`config.mk`:
```
export PLATFORM = sky130hd
export DESIGN_NAME = pop_uart_tx
export DESIGN_NICKNAME = d
export VERILOG_FILES = /design/src/rtl/pop_uart_tx.sv
export SDC_FILE = /design/constraint.sdc
export NUM_CORES = 2
export LEC_CHECK = 0
export CAP_MARGIN = 40
export CORE_AREA = 2 2 738 740
export DETAILED_ROUTE_END_ITERATION = 6
export DIE_AREA = 0 0 740 742
export GPL_TIMING_DRIVEN = 0
export PLACE_DENSITY_LB_ADDON = 0.15
export SYNTH_ARGS = -nofsm -noshare
export SYNTH_HDL_FRONTEND = slang
export SYNTH_SLANG_ARGS = --single-unit
```
`constraint.sdc`:
```
create_clock -name clk -period 80.6 [get_ports clk]
set_input_delay 16.12 -clock clk [delete_from_list [all_inputs] [get_ports clk]]
set_output_delay 16.12 -clock clk [all_outputs]
set_load 0.02 [all_outputs]
```
`src/rtl/pop_uart_tx.sv`:
```
// 8N1 UART transmitter that streams a latched population vector out LSB-first, byte by byte.
// Optional build macro POPTX_SYNC_HEADER_EN prepends sync bytes 0xA5, 0x5A to every frame.
module pop_uart_tx #(
  parameter int POP_BITS     = 1875,
  parameter int CLKS_PER_BIT = 434
) (
  input  logic                clk,
  input  logic                rst,
  input  logic                transmit,
  input  logic [POP_BITS-1:0] population,
  output logic                tx,
  output logic                busy,
  output logic                done
);

  localparam int NBYTES = (POP_BITS + 7) / 8;
`ifdef POPTX_SYNC_HEADER_EN
  localparam int HDR = 2;
`else
  localparam int HDR = 0;
`endif
  localparam int TOTAL = NBYTES + HDR;
  localparam int BW    = (CLKS_PER_BIT > 1) ? $clog2(CLKS_PER_BIT) : 1;
  localparam int IW    = $clog2(NBYTES + 2);

  localparam logic [BW-1:0] BAUD_LAST = BW'(CLKS_PER_BIT - 1);
  localparam logic [IW-1:0] IDX_LAST  = IW'(TOTAL - 1);

  typedef enum logic [1:0] {IDLE, START, DATA, STOP} state_t;

  state_t                state_q, state_d;
  logic [BW-1:0]         baud_q, baud_d;
  logic [2:0]            bit_q, bit_d;
  logic [IW-1:0]         idx_q, idx_d;
  logic [POP_BITS-1:0]   shreg_q, shreg_d;
  logic                  trans_q;
  logic                  tx_d, busy_d, done_d;
  logic                  start_edge, baud_end, shift_ok;
  logic [7:0]            cur_byte;

  assign start_edge = transmit && !trans_q && (state_q == IDLE);
  assign baud_end   = (baud_q == BAUD_LAST);

`ifdef POPTX_SYNC_HEADER_EN
  // Leaving a header byte must not consume population data.
  assign shift_ok = (idx_q > IW'(1));

  always_comb begin
    if (idx_d == '0)
      cur_byte = 8'hA5;
    else if (idx_d == IW'(1))
      cur_byte = 8'h5A;
    else
      cur_byte = 8'(shreg_d);
  end
`else
  assign shift_ok = 1'b1;
  assign cur_byte = 8'(shreg_d);
`endif

  always_ff @(posedge clk or posedge rst) begin
    if (rst) begin
      state_q <= IDLE;
      baud_q  <= '0;
      bit_q   <= '0;
      idx_q   <= '0;
      shreg_q <= '0;
      trans_q <= 1'b0;
      tx      <= 1'b1;
      busy    <= 1'b0;
      done    <= 1'b0;
    end else begin
      state_q <= state_d;
      baud_q  <= baud_d;
      bit_q   <= bit_d;
      idx_q   <= idx_d;
      shreg_q <= shreg_d;
      trans_q <= transmit;
      tx      <= tx_d;
      busy    <= busy_d;
      done    <= done_d;
    end
  end

  always_comb begin
    state_d = state_q;
    baud_d  = baud_q;
    bit_d   = bit_q;
    idx_d   = idx_q;
    shreg_d = shreg_q;
    busy_d  = busy;
    done_d  = 1'b0;
    case (state_q)
      IDLE: begin
        if (start_edge) begin
          state_d = START;
          shreg_d = population;
          baud_d  = '0;
          bit_d   = '0;
          idx_d   = '0;
          busy_d  = 1'b1;
        end
      end
      START: begin
        if (baud_end) begin
          baud_d  = '0;
          bit_d   = '0;
          state_d = DATA;
        end else begin
          baud_d = baud_q + 1'b1;
        end
      end
      DATA: begin
        if (baud_end) begin
          baud_d = '0;
          if (bit_q == 3'd7)
            state_d = STOP;
          else
            bit_d = bit_q + 1'b1;
        end else begin
          baud_d = baud_q + 1'b1;
        end
      end
      STOP: begin
        if (baud_end) begin
          baud_d = '0;
          if (idx_q < IDX_LAST) begin
            // Back-to-back bytes: straight into the next start bit.
            idx_d   = idx_q + 1'b1;
            state_d = START;
            if (shift_ok)
              shreg_d = shreg_q >> 8;
          end else begin
            idx_d   = '0;
            state_d = IDLE;
            busy_d  = 1'b0;
            done_d  = 1'b1;
          end
        end else begin
          baud_d = baud_q + 1'b1;
        end
      end
      default: state_d = IDLE;
    endcase
  end

  // Line level is registered from the next-state view so tx is glitch-free.
  always_comb begin
    case (state_d)
      START:   tx_d = 1'b0;
      DATA:    tx_d = cur_byte[bit_d];
      default: tx_d = 1'b1;
    endcase
  end

endmodule

```
==> summary.txt <==
Final layout
  • FILL cells: 59.0k
  • # nets final: ~13k
  • Layout cell share with drive strength beyond 1: 5.02%
  • Core Util, Final: roughly a quarter
  • Area Growth Syn to Fin: 44.4%

Global route
  • Antenna violations before repair: roughly 420
  • Vias in the first global route: between 80k and 90k
  • Gr usage total: between 10% and 20%
  • Grt total ovfl: 0
  • Largest net degree at the start of global routing: approximately 110
  • First-pass GRT wire length: approximately 740 mm

Floorplan
  • Die height: between 700 and 800 µm
  • I/O pins: approximately 1.9k
  • Full die area: roughly 550000 µm²
  • Starting Density: between 15 and 20%
  • Number of cell rows: roughly 270
  • Area of the core: 542000 µm²
  • Die X: 740 µm

Timing
  • Max Freq: 52.0 MHz
  • Measured slew at the worst slew-check pin: 0.982 ns
  • Final Hold Fails: 0
  • Slew margin rel.: approximately a third
  • Setup TNS Final: 0 ns
  • Slew Limit Fails: 0
  • Final number of setup-violating endpoints: 0
  • RSZ-0062 raised after global routing: no
  • Period utilisation layout: between 20% and 30%
  • Crit path time final: 19.25 ns
  • Final Skew: ~0.057 ns

Status
  • Status: finished clean

Critical path
  • Reg-to-Reg Start: idx_q[2]$_DFFE_PP0P_
  • Required @ worst endpoint: slightly above 80 ns
  • Critical path class: in2reg
  • Worst Path Max Fanout: 10
  • Worst setup EP type: flip-flop
  • Arrival time worst endpoint: 20.06 ns
  • End of the worst register-to-register path: shreg_q[1862]$_DFFE_PP0P_
  • Worst setup SP type: primary input
  • Origin of the worst setup path: transmit
  • R2R depth: 9
  • Worst setup endpoint: shreg_q[1862]$_DFFE_PP0P_
  • R2r setup slk: about 76 ns

Clock tree
  • Root buffer cell: clkbuf_16
  • CTS resizes: 0
  • H-tree Lvls: 5
  • CTS tree: built
  • Sink Count: between 1.5k and 2k
  • Clock buffer count from CTS: about 270
  • Post-CTS Setup Bufs: 0
  • CTS Hold Bufs: 0
  • Max Buffers Root-to-Sink: 4
  • Clk Latency, worst-skew pair: 0.93 ns
  • Clock transition at path regs: 0.06 ns

Power
  • Peak supply drop: 0.0000146 V
  • PwrDens: ~18 nW/µm²
  • Leak pwr: 45.6 nW

Synth
  • Netlist Area Pre-Place: between 80000 and 90000 µm²
  • FF+latch count, synth: between 1.5k and 2k
  • Syn. warnings: 0
  • Sequential fraction of the synthesis area: approximately 54%
  • Ys flop type: dfrtp_1
  • Syn_area_per_cell: ~10 µm²
  • Unique masters post-synth: between 40 and 50
  • Asr flop ratio synth: 100%
  • Mapped Nets: 10.6k
  • Cells after Synth: a little under 9k
  • Post-synth EDFFs: 0

Detailed routing
  • Vias: between 80k and 90k
  • Final ANT Viol Nets: 0
  • Vias/cell: between 4 and 5
  • Drt wl/cell: between 20 and 30 µm
  • DR pass1 iterations: 7
  • Final WL: between 500 and 600 mm
  • DRT iter0 DRCs: 8018
  • Number of remaining DRC errors: 0

Run
  • Number of max-cap violations: 0

Min path
  • Hold WC Path Type: reg2reg

Placed design
  • Detail Placement HPWL: 430 mm
  • Port Buffers: 1880
  • GPL Wtd Cong: 0.845
-- cell type report --
type	count	area (µm²)	area share, %
diodes	213	533	0.421
plain buffers	1041	3980	3.14
clock buffers	395	7890	6.24
clock inverters	76	1060	0.841
inverters	15	63.8	0.0504
multi-input cells	5761	36000	28.5
flip-flops and latches	1901	47600	37.6
well taps	7234	9050	7.16
repair buffers	1961	20300	16.1
-- per-layer routing --
metal  global-route usage (%)  vias up  wire length (µm)
met4                     6.52      218             17000
met3                     5.35      943             41400
li1                         -    38000                 -
met5                        0        -              1410
met2                     27.9     3070            236000
met1                     26.5    43300            249000
-- synthesized netlist by cell type (all sizes together), types with 2 or more instances --
cell type,instances,area [µm²]
a21boi,4,30.0
a21o,4,30.0
a21oi,4,20.0
a22o,6,52.6
a22oi,1864,14000
and2,2,13.8
and3,9,58.8
buf,92,398
clkbuf,949,3560
dfrtp,1900,47500
ha,8,100
inv,15,56.3
mux2,7,78.8
mux2i,4,40.0
nand2,1908,7160
nand2b,2,12.5
nand3,6,30.0
nor2,14,52.6
nor3,2,10.0
o211ai,2,15.0
o21ai,35,175
o22ai,3,18.8
o31ai,1861,14000
-- placed cells by master (no fill, tap or decap), types with 7 or more instances in the layout --
cell type / n
bufinv_16: 12
clkbuf_2: 10
clkbuf_8: 60
a22oi_1: 1863
buf_8: 24
clkdlybuf4s50_1: 1880
ha_1: 8
buf_12: 7
nor2_1: 13
clkinv_16: 9
buf_2: 40
clkbuf_16: 273
buf_1: 50
o21ai_0: 35
clkinv_2: 33
buf_6: 24
diode_2: 213
o31ai_1: 1861
buf_16: 26
and3_1: 7
clkbuf_1: 1001
dfrtp_1: 1900
nand2_1: 1907
inv_1: 14
-- where the power goes --
part           total (mW)  leakage, nW  switching, mW  internal (mW)
logic               0.138         14.7         0.0533         0.0842
registers           0.955         26.5       0.000159          0.955
clock network        1.24         4.38          0.515          0.723
total                2.33         45.6          0.569           1.76
-- cell families (layout without fill, tap and decap cells) --
logic type,Yosys count,in the layout,synth area share [%]
buffers and inverters,1056,3488,4.58
AND/OR/NAND/NOR,1950,1950,8.46
adder cells (fa/ha/maj),8,8,0.114
AO/OA/AOI/OAI,3792,3792,32.4
multiplexers,11,11,0.136
other,0,213,0
flip-flops,1901,1901,54.3
-- registers in the layout, indices dropped and copies added, names as in the netlist --
signal,cells
bit_q,3
trans_q,1
done,1
baud_q,9
busy,1
tx,1
idx_q,8
shreg_q,1875
state_q,2
-- worst min-delay path by stage --
| stage | startpoint | end | slack, ns | cells after the start |
|---|---|---|---|---|
| 4_1_cts | shreg_q[5]$_DFF_PP0_ | shreg_q[5]$_DFF_PP0_ | 0.48 | 1 |
| 5_1_grt | shreg_q[1318]$_DFFE_PP0P_ | shreg_q[1318]$_DFFE_PP0P_ | 0.49 | 2 |
| 2_1_floorplan | shreg_q[7]$_DFF_PP0_ | shreg_q[7]$_DFF_PP0_ | 0.44 | 1 |
| 3_5_place_dp | shreg_q[1]$_DFF_PP0_ | shreg_q[1]$_DFF_PP0_ | 0.47 | 1 |
| 3_3_place_gp | shreg_q[1638]$_DFFE_PP0P_ | shreg_q[1638]$_DFFE_PP0P_ | 0.46 | 2 |
| 6_report | shreg_q[1694]$_DFFE_PP0P_ | shreg_q[1694]$_DFFE_PP0P_ | 0.47 | 2 |
-- worst max-delay path, cell delays in order --
cell	delay, ns
clkdlybuf4s50_1	0.60
nand2b_1	0.21
nor2_2	0.53
clkbuf_2	0.30
clkbuf_1	0.60
clkbuf_1	0.77
a22oi_1	0.54
o31ai_1	0.36
-- metrics by stage --
stage | cell area, µm² | hold WS [ns] | setup slack [ns] | cells | total power, mW
final | 126000 | 0.471 | 61.35 | 18600 | 2.33
after global routing | 126000 | 0.491 | 61.18 | 18500 | 2.41
after CTS | 126000 | 0.478 | 61.27 | 18400 | 2.37
after detailed placement | 117000 | 0.466 | 60.24 | 17900 | 1.11
after global placement | 115000 | 0.459 | -24.15 | 17800 | 1.11
after floorplan | 87600 | 0.442 | 10.80 | 8718 | 0.991
Power figures use the tool's default switching activity.
